<file path="src/rtl/adder_preimage_enum_pkg.sv">
// Shared types and helpers for the adder preimage enumerator: FSM states,
// candidate count and the per-target triple count rule.
package adder_enum_pkg;

   typedef enum logic [1:0] {IDLE, SCAN, EMIT} state_e;

   localparam int W_DEFAULT = 3;
   localparam int NUM_CAND  = 1 << (W_DEFAULT + 1);

   // Number of (x, y) pairs of w-bit values with x + y == t.
   function automatic int pair_count(input int t, input int w);
      int top;
      top = 1 << w;
      if (t >= 0 && t <= top - 1)
         return t + 1;
      else if (t >= top && t <= 2 * top - 2)
         return 2 * top - 1 - t;
      else
         return 0;
   endfunction

   function automatic int preimage_count(input int s, input int w);
      return pair_count(s, w) + pair_count(s - 1, w);
   endfunction

endpackage

</file>
<file path="src/rtl/adder_preimage_enum_if.sv">
// Target-in / triple-out bus of the adder preimage enumerator.
interface adder_preimage_enum_if #(parameter int W = 3);

   // Both channels: a transfer happens on a rising edge where valid && ready;
   // the producer holds valid and payload stable until that edge.
   logic         in_valid;
   logic         in_ready;
   logic [W:0]   in_sum;
   logic         out_valid;
   logic         out_ready;
   logic [W-1:0] out_a;
   logic [W-1:0] out_b;
   logic         out_cin;
   logic         out_last;
   logic [W:0]   out_count;

   modport master (
      output in_valid, in_sum, out_ready,
      input  in_ready, out_valid, out_a, out_b, out_cin, out_last, out_count
   );

   modport slave (
      input  in_valid, in_sum, out_ready,
      output in_ready, out_valid, out_a, out_b, out_cin, out_last, out_count
   );

endinterface

</file>
<file path="src/rtl/adder_preimage_enum_cand.sv">
// Combinational candidate evaluator: index i = {cin, a} against target s,
// producing b = s - a - cin and whether b fits in W bits.
module adder_enum_cand #(
   parameter int W = 3
) (
   input  logic [W:0]   s,
   input  logic [W:0]   i,
   output logic         hit,
   output logic [W-1:0] a,
   output logic [W-1:0] b,
   output logic         cin
);

   logic [W+1:0] diff;

   always_comb begin
      a    = i[W-1:0];
      cin  = i[W];
      diff = {1'b0, s} - {2'b00, i[W-1:0]} - {{(W+1){1'b0}}, i[W]};
      // Non-negative and below 2^W means both top bits are clear.
      hit  = (diff[W+1:W] == 2'b00);
      b    = diff[W-1:0];
   end

endmodule

</file>
<file path="src/rtl/adder_preimage_enum.sv">
// Streams every (a, b, cin) with a + b + cin == target, in {cin, a} order,
// one registered triple per handshake with a last flag and total count.
module adder_preimage_enum
   import adder_enum_pkg::*;
#(
   parameter int W = W_DEFAULT
) (
   input  logic                  clk,
   input  logic                  rst,
   adder_preimage_enum_if.slave  bus,
   output state_e                dbg_state
);

   localparam int         CW  = W + 1;
   localparam logic [W:0] ONE = {{W{1'b0}}, 1'b1};

   state_e       state_q, state_d;
   logic [W:0]   sum_q, sum_d;
   logic [W:0]   idx_q, idx_d;
   logic [W:0]   emitted_q, emitted_d;
   logic [W:0]   count_q, count_d;
   logic         out_valid_q, out_valid_d;
   logic         out_last_q, out_last_d;
   logic         out_cin_q, out_cin_d;
   logic [W-1:0] out_a_q, out_a_d;
   logic [W-1:0] out_b_q, out_b_d;

   logic         cand_hit;
   logic         cand_cin;
   logic [W-1:0] cand_a;
   logic [W-1:0] cand_b;

   adder_enum_cand #(.W(W)) u_cand (
      .s   (sum_q),
      .i   (idx_q),
      .hit (cand_hit),
      .a   (cand_a),
      .b   (cand_b),
      .cin (cand_cin)
   );

   always_comb begin
      state_d     = state_q;
      sum_d       = sum_q;
      idx_d       = idx_q;
      emitted_d   = emitted_q;
      count_d     = count_q;
      out_valid_d = out_valid_q;
      out_last_d  = out_last_q;
      out_cin_d   = out_cin_q;
      out_a_d     = out_a_q;
      out_b_d     = out_b_q;
      case (state_q)
         IDLE: begin
            if (bus.in_valid) begin
               sum_d     = bus.in_sum;
               count_d   = CW'(preimage_count(int'(bus.in_sum), W));
               idx_d     = '0;
               emitted_d = '0;
               state_d   = SCAN;
            end
         end
         SCAN: begin
            if (cand_hit) begin
               out_a_d     = cand_a;
               out_b_d     = cand_b;
               out_cin_d   = cand_cin;
               out_valid_d = 1'b1;
               out_last_d  = ((emitted_q + ONE) == count_q);
               state_d     = EMIT;
            end else begin
               idx_d = idx_q + ONE;
            end
         end
         EMIT: begin
            if (bus.out_ready) begin
               out_valid_d = 1'b0;
               out_last_d  = 1'b0;
               emitted_d   = emitted_q + ONE;
               if (out_last_q) begin
                  state_d = IDLE;
               end else begin
                  idx_d   = idx_q + ONE;
                  state_d = SCAN;
               end
            end
         end
         default: state_d = IDLE;
      endcase
   end

   always_ff @(posedge clk) begin
      if (rst) begin
         state_q     <= IDLE;
         sum_q       <= '0;
         idx_q       <= '0;
         emitted_q   <= '0;
         count_q     <= '0;
         out_valid_q <= 1'b0;
         out_last_q  <= 1'b0;
         out_cin_q   <= 1'b0;
         out_a_q     <= '0;
         out_b_q     <= '0;
      end else begin
         state_q     <= state_d;
         sum_q       <= sum_d;
         idx_q       <= idx_d;
         emitted_q   <= emitted_d;
         count_q     <= count_d;
         out_valid_q <= out_valid_d;
         out_last_q  <= out_last_d;
         out_cin_q   <= out_cin_d;
         out_a_q     <= out_a_d;
         out_b_q     <= out_b_d;
      end
   end

   // Ready is a decode of the state register only, never of in_valid.
   assign bus.in_ready  = (state_q == IDLE);
   assign bus.out_valid = out_valid_q;
   assign bus.out_a     = out_a_q;
   assign bus.out_b     = out_b_q;
   assign bus.out_cin   = out_cin_q;
   assign bus.out_last  = out_last_q;
   assign bus.out_count = count_q;
   assign dbg_state     = state_q;

endmodule

</file>
<file path="src/flat_wrapper.sv">
// flat-port wrapper written by rule: the top's interface ports become plain ports
module adder_preimage_enum_flat import adder_enum_pkg::*;
#(
   parameter int W = W_DEFAULT
)
  (clk, rst, dbg_state, bus_in_valid, bus_in_sum, bus_out_ready, bus_in_ready, bus_out_valid, bus_out_a, bus_out_b, bus_out_cin, bus_out_last, bus_out_count);
  adder_preimage_enum_if #(.W(W)) bus_i ();
  input  logic clk;
  input  logic rst;
  output state_e dbg_state;
  input wire logic [$bits(bus_i.in_valid)-1:0] bus_in_valid;
  input wire logic [$bits(bus_i.in_sum)-1:0] bus_in_sum;
  input wire logic [$bits(bus_i.out_ready)-1:0] bus_out_ready;
  output wire logic [$bits(bus_i.in_ready)-1:0] bus_in_ready;
  output wire logic [$bits(bus_i.out_valid)-1:0] bus_out_valid;
  output wire logic [$bits(bus_i.out_a)-1:0] bus_out_a;
  output wire logic [$bits(bus_i.out_b)-1:0] bus_out_b;
  output wire logic [$bits(bus_i.out_cin)-1:0] bus_out_cin;
  output wire logic [$bits(bus_i.out_last)-1:0] bus_out_last;
  output wire logic [$bits(bus_i.out_count)-1:0] bus_out_count;
  assign bus_i.in_valid = bus_in_valid;
  assign bus_i.in_sum = bus_in_sum;
  assign bus_i.out_ready = bus_out_ready;
  assign bus_in_ready = bus_i.in_ready;
  assign bus_out_valid = bus_i.out_valid;
  assign bus_out_a = bus_i.out_a;
  assign bus_out_b = bus_i.out_b;
  assign bus_out_cin = bus_i.out_cin;
  assign bus_out_last = bus_i.out_last;
  assign bus_out_count = bus_i.out_count;
  adder_preimage_enum #(.W(W)) u_core (.clk(clk), .rst(rst), .bus(bus_i), .dbg_state(dbg_state));
endmodule
</file>
<file path="config.mk">
export PLATFORM = sky130hd
export DESIGN_NAME = adder_preimage_enum_flat
export DESIGN_NICKNAME = d
export VERILOG_FILES = /design/src/rtl/adder_preimage_enum_pkg.sv /design/src/rtl/adder_preimage_enum_if.sv /design/src/rtl/adder_preimage_enum_cand.sv /design/src/rtl/adder_preimage_enum.sv /design/src/flat_wrapper.sv
export SDC_FILE = /design/constraint.sdc
export NUM_CORES = 1
export LEC_CHECK = 0
export BUFFER_PORTS_ARGS = -buffer_cell sky130_fd_sc_hd__buf_2
export CELL_PAD_IN_SITES_DETAIL_PLACEMENT = 2
export CELL_PAD_IN_SITES_GLOBAL_PLACEMENT = 2
export CORE_ASPECT_RATIO = 1.25
export CORE_MARGIN = 1
export CORE_UTILIZATION = 36
export DETAILED_ROUTE_END_ITERATION = 6
export GPL_TIMING_DRIVEN = 0
export HOLD_SLACK_MARGIN = 0.02
export PLACE_DENSITY_LB_ADDON = 0.1
export RECOVER_POWER = 25
export SLEW_MARGIN = 10
export SYNTH_ARGS = -nofsm -noshare
export SYNTH_HDL_FRONTEND = slang
export SYNTH_HIERARCHICAL = 1
export SYNTH_SLANG_ARGS = --single-unit
export TNS_END_PERCENT = 10
</file>
<file path="constraint.sdc">
create_clock -name clk -period 7.6 [get_ports clk]
set_input_delay 1.9 -clock clk [delete_from_list [all_inputs] [get_ports clk]]
set_output_delay 1.9 -clock clk [all_outputs]
set_load 0.02 [all_outputs]
</file>
=== After elaboration in Yosys (flattened, before gate mapping) ===
Index checks and enable logic that the tools add are counted.
Widths: inputs -> output; s select.

* Register bits after elaboration: 27
* Input port bits: 8
* Output and inout port bits: 16
* Word-level logic and storage cells: 74

* $add $sub $neg: 10
* $lt $le $gt $ge: 7
* Equality and inequality tests: 8
* Mux-type cells: 25
* Reduce and logical (&&, ||, !) cells: 14

{| class="wikitable"
|+ Operators with widths
! cell !! number
|-
| $mux 4 || 13
|-
| $add 4x1->4 const B || 3
|-
| $pmux 4 s3 || 1
|-
| $reduce_and 3->1 || 3
|-
| $ne 2x2->1 const B || 4
|-
| $pmux 4 s2 || 1
|-
| $mux 2 || 3
|-
| $pmux 2 s3 || 1
|-
| $ge 5x1->1 const B || 1
|-
| $ge 5x5->1 const B || 1
|-
| $le 5x4->1 const B || 1
|-
| $le 5x5->1 const B || 1
|-
| $reduce_and 5->1 || 1
|-
| $sub 4x1->5 const B || 1
|-
| $sub 4x3->5 || 1
|-
| $sub 5x1->5 || 1
|-
| $add 4x2->4 const B || 1
|-
| $add 4x4->4 || 1
|-
| $eq 4x4->1 || 1
|-
| $ge 4x4->1 const B || 1
|-
| $le 4x3->1 const B || 1
|-
| $le 4x4->1 const B || 1
|-
| $logic_not 2->1 || 2
|-
| $mux 1 || 4
|-
| 10 further kinds || 15
|}

=== Logic depth before layout (Yosys ltp) ===
Gate-level depths: netlist of run 1.

* Depth in word-level cells: 8
* Gate-level depth with buffers: 13
* Depth with buffers taken out: 12

=== Hierarchy ===
The synthesis of run 1 kept the hierarchy.

{| class="wikitable"
|+ By module, submodules not included
! module !! times used !! cells each !! area an instance (um^2) !! sequential area each (um^2)
|-
| adder_preimage_enum || 1 || 193 || 1535.2 || 540.5
|-
| adder_enum_cand || 1 || 29 || 226.5 || 0.0
|}

=== Least setup slack after synthesis of run 1 ===
No wires, ideal clock.

* Path kind: input to register
* Start: in bus_in_sum[3]
* End: reg u_core.count_q[2], in the netlist u_core/bus.out_count[2]
* Setup time: 0.116 ns
* Arrival time: 3.820 ns
* Required time: 7.484 ns
* Setup slack: 3.664 ns
* Stages on the path: 9
* Path buffers: 0
* Cell sequence: inv_2 -> ha_1 -> a21oi_1 -> mux2_2 -> fa_1 -> inv_1 -> a31oi_1 -> or4b_1 -> o211a_1

* Cells in the longest elaborated chain, start to end: 8
* Elaborated cells between the ends (all ways): 20
* Those cells by class: add/sub: 2; order compare: 7; mux: 8; reduce/logical: 3

{| class="wikitable"
|+ RTL lines
! what !! RTL line !! RTL
|-
| from (decl) || flat_wrapper.sv:12 || <nowiki>input wire logic [$bits(bus_i.in_sum)-1:0] bus_in_sum;</nowiki>
|-
| $sub 4x1->5 || adder_preimage_enum_pkg.sv:23 || <nowiki>return pair_count(s, w) + pair_count(s - 1, w);</nowiki>
|-
| $ge 5x5->1 / $le 5x5->1 (equally long branches) || adder_preimage_enum_pkg.sv:16 || <nowiki>else if (t >= top && t <= 2 * top - 2)</nowiki>
|-
| $logic_and 1x1->1 || adder_preimage_enum_pkg.sv:16 ||
|-
| $mux 4 || adder_preimage_enum_pkg.sv:16 ||
|-
| $mux 4 || adder_preimage_enum_pkg.sv:14 || <nowiki>if (t >= 0 && t <= top - 1)</nowiki>
|-
| $mux 4 || adder_preimage_enum.sv:55 || <nowiki>if (bus.in_valid) begin</nowiki>
|-
| $mux 4 || adder_preimage_enum.sv:53 || <nowiki>case (state_q)</nowiki>
|-
| $add 4x4->4 (*) || adder_preimage_enum_pkg.sv:23 ||
|-
| to (signal assigned) || adder_preimage_enum.sv:109 || <nowiki>count_q <= count_d;</nowiki>
|-
| to (decl) || adder_preimage_enum.sv:21 || <nowiki>logic [W:0] count_q, count_d;</nowiki>
|}

Every way passes the cells marked *; elsewhere a longest branch is shown, timed or not. The select of a mux whose other input is x is not followed.
A chain may end at the register's enable or synchronous reset.

=== Worst setup path in the final report of run 1 ===
Ends and elaborated chain as after synthesis.

==> impl_metrics.py, run 1 <==
metrics = {
    "die": {
        "start_util_pct": 37.2,
        "die_w_um": 64.6,
        "rows": 28,
        "io_pins": 24,
        "dieHeight_um": 80.2,
        "coreArea_um2": 4730,
        "die-area_um2": 5180,
    },
    "critical_path": {
        "critPathMaxFanout": 9,
        "reg2reg_slack_ns": 4.21,
        "rr_startpoint": "u_core/idx_q[0]$_SDFFE_PP0P_",
        "rr_endpoint": "u_core/idx_q[0]$_SDFFE_PP0P_",
        "r2r_cells": 12,
        "startpoint": "bus_in_sum[3]",
        "worstPathRequired_ns": 7.78,
        "path_class": "in -> reg",
        "cp.arrival_ns": 4.21,
        "crit_path_end_kind": "flip-flop",
        "start_kind": "input port",
    },
    "placement": {
        "dpl-instance-area_um2": 1950,
        "portBuffers": 22,
        "gp_congestion": 0.763,
        "place_hpwl_mm": 3.56,
    },
    "min_path": {
        "min_from": "u_core/bus.out_a[2]$_SDFFE_PP0P_",
        "holdPathStages": 2,
        "hold_class": "reg -> reg",
        "min_to": "u_core/bus.out_a[2]$_SDFFE_PP0P_",
    },
    "finish": {
        "fin_area_um2": 1980,
        "drive_gt1_share_pct": 12.1,
        "final_cell_mix": "nand2_1 (41), a21oi_1 (28), dfxtp_1 (27)",
        "area_growth_pct": 12.6,
        "final_common_cell": "nand2_1",
        "final_util_pct": 42.0,
        "antennaDiodeCount": 0,
        "final_nets": 279,
    },
    "logic_synthesis": {
        "synth-seq-cells": 27,
        "syn_inst": 222,
        "syn-num-nets": 252,
        "syn_area_um2": 1760,
        "synth_edf_count": 0,
        "synth-main-ff-cell": "dfxtp_1",
        "async_reset_ff_share_pct": 0,
        "ys_seq_area_share_pct": 30.7,
        "syn_avg_cell_area_um2": 7.94,
        "yosysWarnings": 6,
        "synthDistinctLibCells": 41,
    },
    "clock_tree": {
        "cts_root_buffer": "clkbuf_8",
        "clock_sinks": 27,
        "cts_buffer_depth": 2,
        "holdBufCountCts": 0,
        "cts_buffers": 3,
        "h-tree-depth": 1,
        "cts_setup_buffers": 0,
        "clock_latency_ns": 0.27,
        "cts_resized": 0,
        "clk_transition_reported_paths_ns": 0.10,
        "cts_tree": "built",
    },
    "pwr": {
        "leakagePower_uw": 0.000836,
        "power_density_nw_per_um2": 299,
        "vdd_drop_max_uv": 119,
    },
    "sta": {
        "tightest_slew_ns": 0.537,
        "fin_crit_sh_pct": 53.0,
        "finClkSkew_ns": 0.00238,
        "hold_viol": 0,
        "final.setup.tns_ns": 0,
        "maxSlewHeadroom_pct": 64.2,
        "period_minus_slack_ns": 4.03,
        "rsz0062_at_grt": "false",
        "setup_violations": 0,
        "fmax_mhz": 248,
        "finalMaxSlewViolations": 0,
    },
    "detailed_routing": {
        "dr.pass1.iters": 4,
        "vias": 1591,
        "ant_nets": 0,
        "wl_per_cell_um": 15.1,
        "viasPerCell": 5.17,
        "drc_errors": 0,
        "drt-total-wl_mm": 4.66,
        "drtIter0Drc": 41,
    },
    "outcome": {
        "status": "finished, final reports clean",
    },
    "global_routing": {
        "grt_pass1_vias": 1620,
        "grt_usage_pct": 19.6,
        "grt-ovfl-total": 0,
        "antenna_found_initial": 0,
        "grt_max_degree": 15,
        "grt_pass1_wl_mm": 7.84,
    },
    "flow_run": {
        "maxCapViolations": 0,
    },
}
==> stage by stage <==
stage / hold WS [ns] / setup WS, ns / cells / total power, uW
2_1_floorplan: 0.436 / 3.66 / 222 / 417
3_3_place_gp: 0.442 / 3.25 / 304 / 499
3_5_place_dp: 0.453 / 3.24 / 304 / 511
4_1_cts: 0.467 / 3.54 / 308 / 605
5_1_grt: 0.491 / 3.43 / 308 / 649
6_report: 0.463 / 3.57 / 308 / 594
==> cells in the mapped netlist, types with 2 or more instances <==
master	count	share of area [%]
a21oi_1	28	8.0
a31oi_1	2	0.71
a32oi_1	3	1.5
and2_1	4	1.4
buf_4	5	2.1
clkbuf_1	6	1.3
dfxtp_1	27	31
fa_1	3	3.4
ha_1	19	13
inv_1	18	3.8
mux2_2	2	1.3
nand2_1	41	8.7
nand2b_1	7	2.5
nand3_1	5	1.4
nor2_1	14	3.0
nor3_1	2	0.57
o211ai_1	2	0.85
o21ai_0	4	1.1
xnor2_1	6	3.0
xor2_1	3	1.5
==> how the worst max path moves through the flow <==
| stage | cells after the start | slack (ns) | endpoint |
|---|---|---|---|
| global route | 10 | 3.43 | u_core/bus.out_count[2]$_SDFFE_PP0P_ |
| CTS | 10 | 3.54 | u_core/bus.out_count[2]$_SDFFE_PP0P_ |
| floorplan | 9 | 3.66 | u_core/bus.out_count[2]$_SDFFE_PP0P_ |
| detailed placement | 10 | 3.24 | u_core/bus.out_count[2]$_SDFFE_PP0P_ |
| global placement | 10 | 3.25 | u_core/bus.out_count[2]$_SDFFE_PP0P_ |
| finish | 10 | 3.57 | u_core/bus.out_count[2]$_SDFFE_PP0P_ |
==> where the power goes <==
| part | switching [uW] | leakage, uW | internal (uW) | total (uW) |
|---|---|---|---|---|
| Clock | 48.0 | 0.0000228 | 37.7 | 85.7 |
| Sequential | 25.7 | 0.000220 | 167 | 192 |
| Combinational | 201 | 0.000594 | 114 | 316 |
==> cell families (layout without fill, tap and decap cells) <==
group / count (synthesis) / in the layout / share of synthesized area, %
buf+inv: 31 / 57 / 7.67
flops: 27 / 27 / 30.7
simple gates: 82 / 82 / 21.7
mux: 3 / 3 / 1.85
fa+ha+maj: 22 / 22 / 16.9
xor+xnor: 9 / 9 / 4.47
compound gates: 48 / 48 / 16.8
==> per-layer routing <==
layer,vias to the layer above,track usage (%),routed length (um)
li1,795,-,-
met3,4,2.13,98
met4,0,4.00,30
met1,773,22.5,1990
met2,19,38.2,2540
met5,-,0,0
==> sequential cells by signal, indices dropped and copies added (netlist names) <==
register and cells:
u_core/bus.out_cin 1, u_core/bus.out_valid 1, u_core/emitted_q 4, u_core/bus.out_last 1, u_core/bus.out_b 3, u_core/sum_q 4
u_core/dbg_state 2, u_core/bus.out_a 3, u_core/idx_q 4, u_core/bus.out_count 4
==> area by class of cell <==
class                      instances  area [um^2]
buffer                            12         63.8
clock buffer                       4         45.0
fill                             592         2750
inverter                          19         71.3
multi-input combinational        164         1090
sequential                        27          541
tap                               60         75.1
timing repair buffer              22          103
==> worst max-delay path, cell delays in order <==
cell	delay, ns
buf_2	0.18
inv_2	0.09
ha_1	0.23
a21oi_1	0.22
mux2_2	0.38
fa_1	0.44
inv_1	0.08
a31oi_1	0.05
or4b_1	0.50
o211a_1	0.13
Power figures use the tool's default switching activity.
==> run 2, diff against run 1 <==
- CORE_UTILIZATION: 36 -> 33
- clock period: 7.6 -> 4 ns (I/O delays scaled with it)
==> impl_metrics.py, run 2 (same netlist as run 1, synthesis figures left out) <==
metrics = {
    "outcome": {
        "status": "finished, final reports clean",
    },
    "detailed_routing": {
        "ant_nets": 0,
        "dr.pass1.iters": 4,
        "wl_per_cell_um": 14.0,
        "drc_errors": 0,
        "drtIter0Drc": 47,
        "drt-total-wl_mm": 4.35,
        "viasPerCell": 5.06,
        "vias": 1568,
    },
    "pwr": {
        "power_frac_clock_pct": 14.5,
        "power_density_nw_per_um2": 554,
        "leakagePower_uw": 0.000834,
        "combPwrFrac_pct": 52.2,
        "switching_power_uw": 501,
        "swShare_pct": 45.5,
        "cellInternalPower_uw": 601,
        "vdd_drop_max_uv": 198,
        "power.share.sequential_pct": 33.2,
    },
    "critical_path": {
        "rr_startpoint": "u_core/idx_q[0]$_SDFFE_PP0P_",
        "crit_buf_inv": 3,
        "reg2reg_slack_ns": 0.68,
        "start_kind": "flip-flop",
        "crit_top_cell": "inv_1",
        "critPathMaxFanout": 9,
        "cpMaxStageDelayCell": "fa_1",
        "rr_endpoint": "u_core/idx_q[0]$_SDFFE_PP0P_",
        "crit_family": "simple AND/OR/NAND/NOR gates",
        "r2r_cells": 12,
        "cp_cell_sequence": "inv_1 > fa_1 > inv_1 > ha_1 > o21a_1 > or4_1 > nand3_1 > nand2_1 > and4_1 > clkbuf_1 > mux2_2 > nor2_1",
        "path_class": "reg -> reg",
        "cp.arrival_ns": 3.55,
        "crit_path_end_kind": "flip-flop",
        "worstPathRequired_ns": 4.22,
        "cpPeakStageDelay_ns": 0.58,
    },
    "global_routing": {
        "grt_usage_pct": 17.1,
        "grt_pass1_vias": 1624,
        "grt-ovfl-total": 0,
        "grt_pass1_wl_mm": 7.53,
        "grt_max_degree": 16,
        "antenna_found_initial": 0,
    },
    "finish": {
        "n_fill_cell": 632,
        "final_cell_mix": "nand2_1 (41), a21oi_1 (28), dfxtp_1 (27)",
        "area_growth_pct": 12.8,
        "antennaDiodeCount": 0,
        "fin_area_um2": 1990,
        "final_util_pct": 38.8,
        "final_nets": 279,
        "drive_gt1_share_pct": 12.1,
        "final_common_cell": "nand2_1",
    },
    "placement": {
        "gp_congestion": 0.736,
        "portBuffers": 22,
        "dpl-instance-area_um2": 1950,
        "place_hpwl_mm": 3.48,
    },
    "clock_tree": {
        "clock_latency_ns": 0.28,
        "clock_sinks": 27,
        "holdBufCountCts": 0,
        "clk_transition_reported_paths_ns": 0.10,
        "cts_buffer_depth": 2,
        "cts_tree": "built",
        "cts_root_buffer": "clkbuf_8",
        "cts_buffers": 3,
        "cts_setup_buffers": 0,
        "h-tree-depth": 1,
        "cts_resized": 0,
    },
    "die": {
        "rows": 29,
        "start_util_pct": 34.4,
        "die_w_um": 67.4,
        "coreArea_um2": 5120,
        "die-area_um2": 5640,
        "dieHeight_um": 83.7,
        "io_pins": 24,
    },
    "min_path": {
        "hold_class": "reg -> reg",
        "holdPathStages": 2,
        "min_from": "u_core/bus.out_a[1]$_SDFFE_PP0P_",
        "min_to": "u_core/bus.out_a[1]$_SDFFE_PP0P_",
    },
    "sta": {
        "hold_viol": 0,
        "tightest_slew_ns": 0.587,
        "final.setup.tns_ns": 0,
        "rsz0062_at_grt": "false",
        "finClkSkew_ns": 0.0123,
        "setup_violations": 0,
        "finalMaxSlewViolations": 0,
        "fin_crit_sh_pct": 83.1,
        "fmax_mhz": 301,
        "maxSlewHeadroom_pct": 60.4,
        "period_minus_slack_ns": 3.32,
    },
    "flow_run": {
        "maxCapViolations": 0,
    },
}
[run 2: worst min-delay path, cell delays in order, from the launching register on]
cell	delay, ns
dfxtp_1	0.32
nand2_1	0.05
a21oi_1	0.05
[run 2: per-stage QoR]
step                      power (uW)  instances  hold WS [ns]  setup slack (ns)
after floorplan                  792        222         0.436             0.964
after global placement           949        306         0.442             0.591
after detailed placement         960        306         0.451             0.570
after CTS                       1130        310         0.468             0.624
after global routing            1210        310         0.483             0.399
final                           1100        310         0.460             0.676
[run 2: power by group through the flow]
stage	sequential (uW)	clock [uW]	combinational, uW
final	366	160	575
after global routing	376	178	661
after CTS	368	170	589
after detailed placement	374	0	586
after global placement	373	0	576
after floorplan	400	0	392
[run 2: area by class of cell]
class	instances	area, um^2	share of cell area [%]
multi-input combinational	164	1090	54.7
tap	62	77.6	3.90
clock inverter	1	5.00	0.252
buffer	12	63.8	3.21
clock buffer	3	41.3	2.08
timing repair buffer	22	101	5.10
inverter	19	71.3	3.59
sequential	27	541	27.2
[run 2: how the worst max path moves through the flow]
stage | startpoint | end | slack (ns) | depth (start not counted)
floorplan | bus_in_sum[3] | u_core/bus.out_count[2]$_SDFFE_PP0P_ | 0.96 | 9
finish | u_core/idx_q[0]$_SDFFE_PP0P_ | u_core/idx_q[0]$_SDFFE_PP0P_ | 0.68 | 12
CTS | u_core/idx_q[0]$_SDFFE_PP0P_ | u_core/idx_q[0]$_SDFFE_PP0P_ | 0.62 | 12
global route | u_core/idx_q[0]$_SDFFE_PP0P_ | u_core/idx_q[3]$_SDFFE_PP0P_ | 0.40 | 12
detailed placement | bus_in_sum[3] | u_core/bus.out_count[2]$_SDFFE_PP0P_ | 0.57 | 10
global placement | bus_in_sum[3] | u_core/bus.out_count[2]$_SDFFE_PP0P_ | 0.59 | 10
[run 2: layer usage]
metal / GRT usage [%] / part of all wire, % / wire length, um / up-vias
met4: 4.06 / 0.55 / 24 / 0
met2: 29.8 / 49 / 2140 / 16
met3: 2.05 / 1.7 / 75 / 2
met1: 21.7 / 48 / 2110 / 757
li1: - / - / - / 793
met5: 0 / 0 / 0 / -
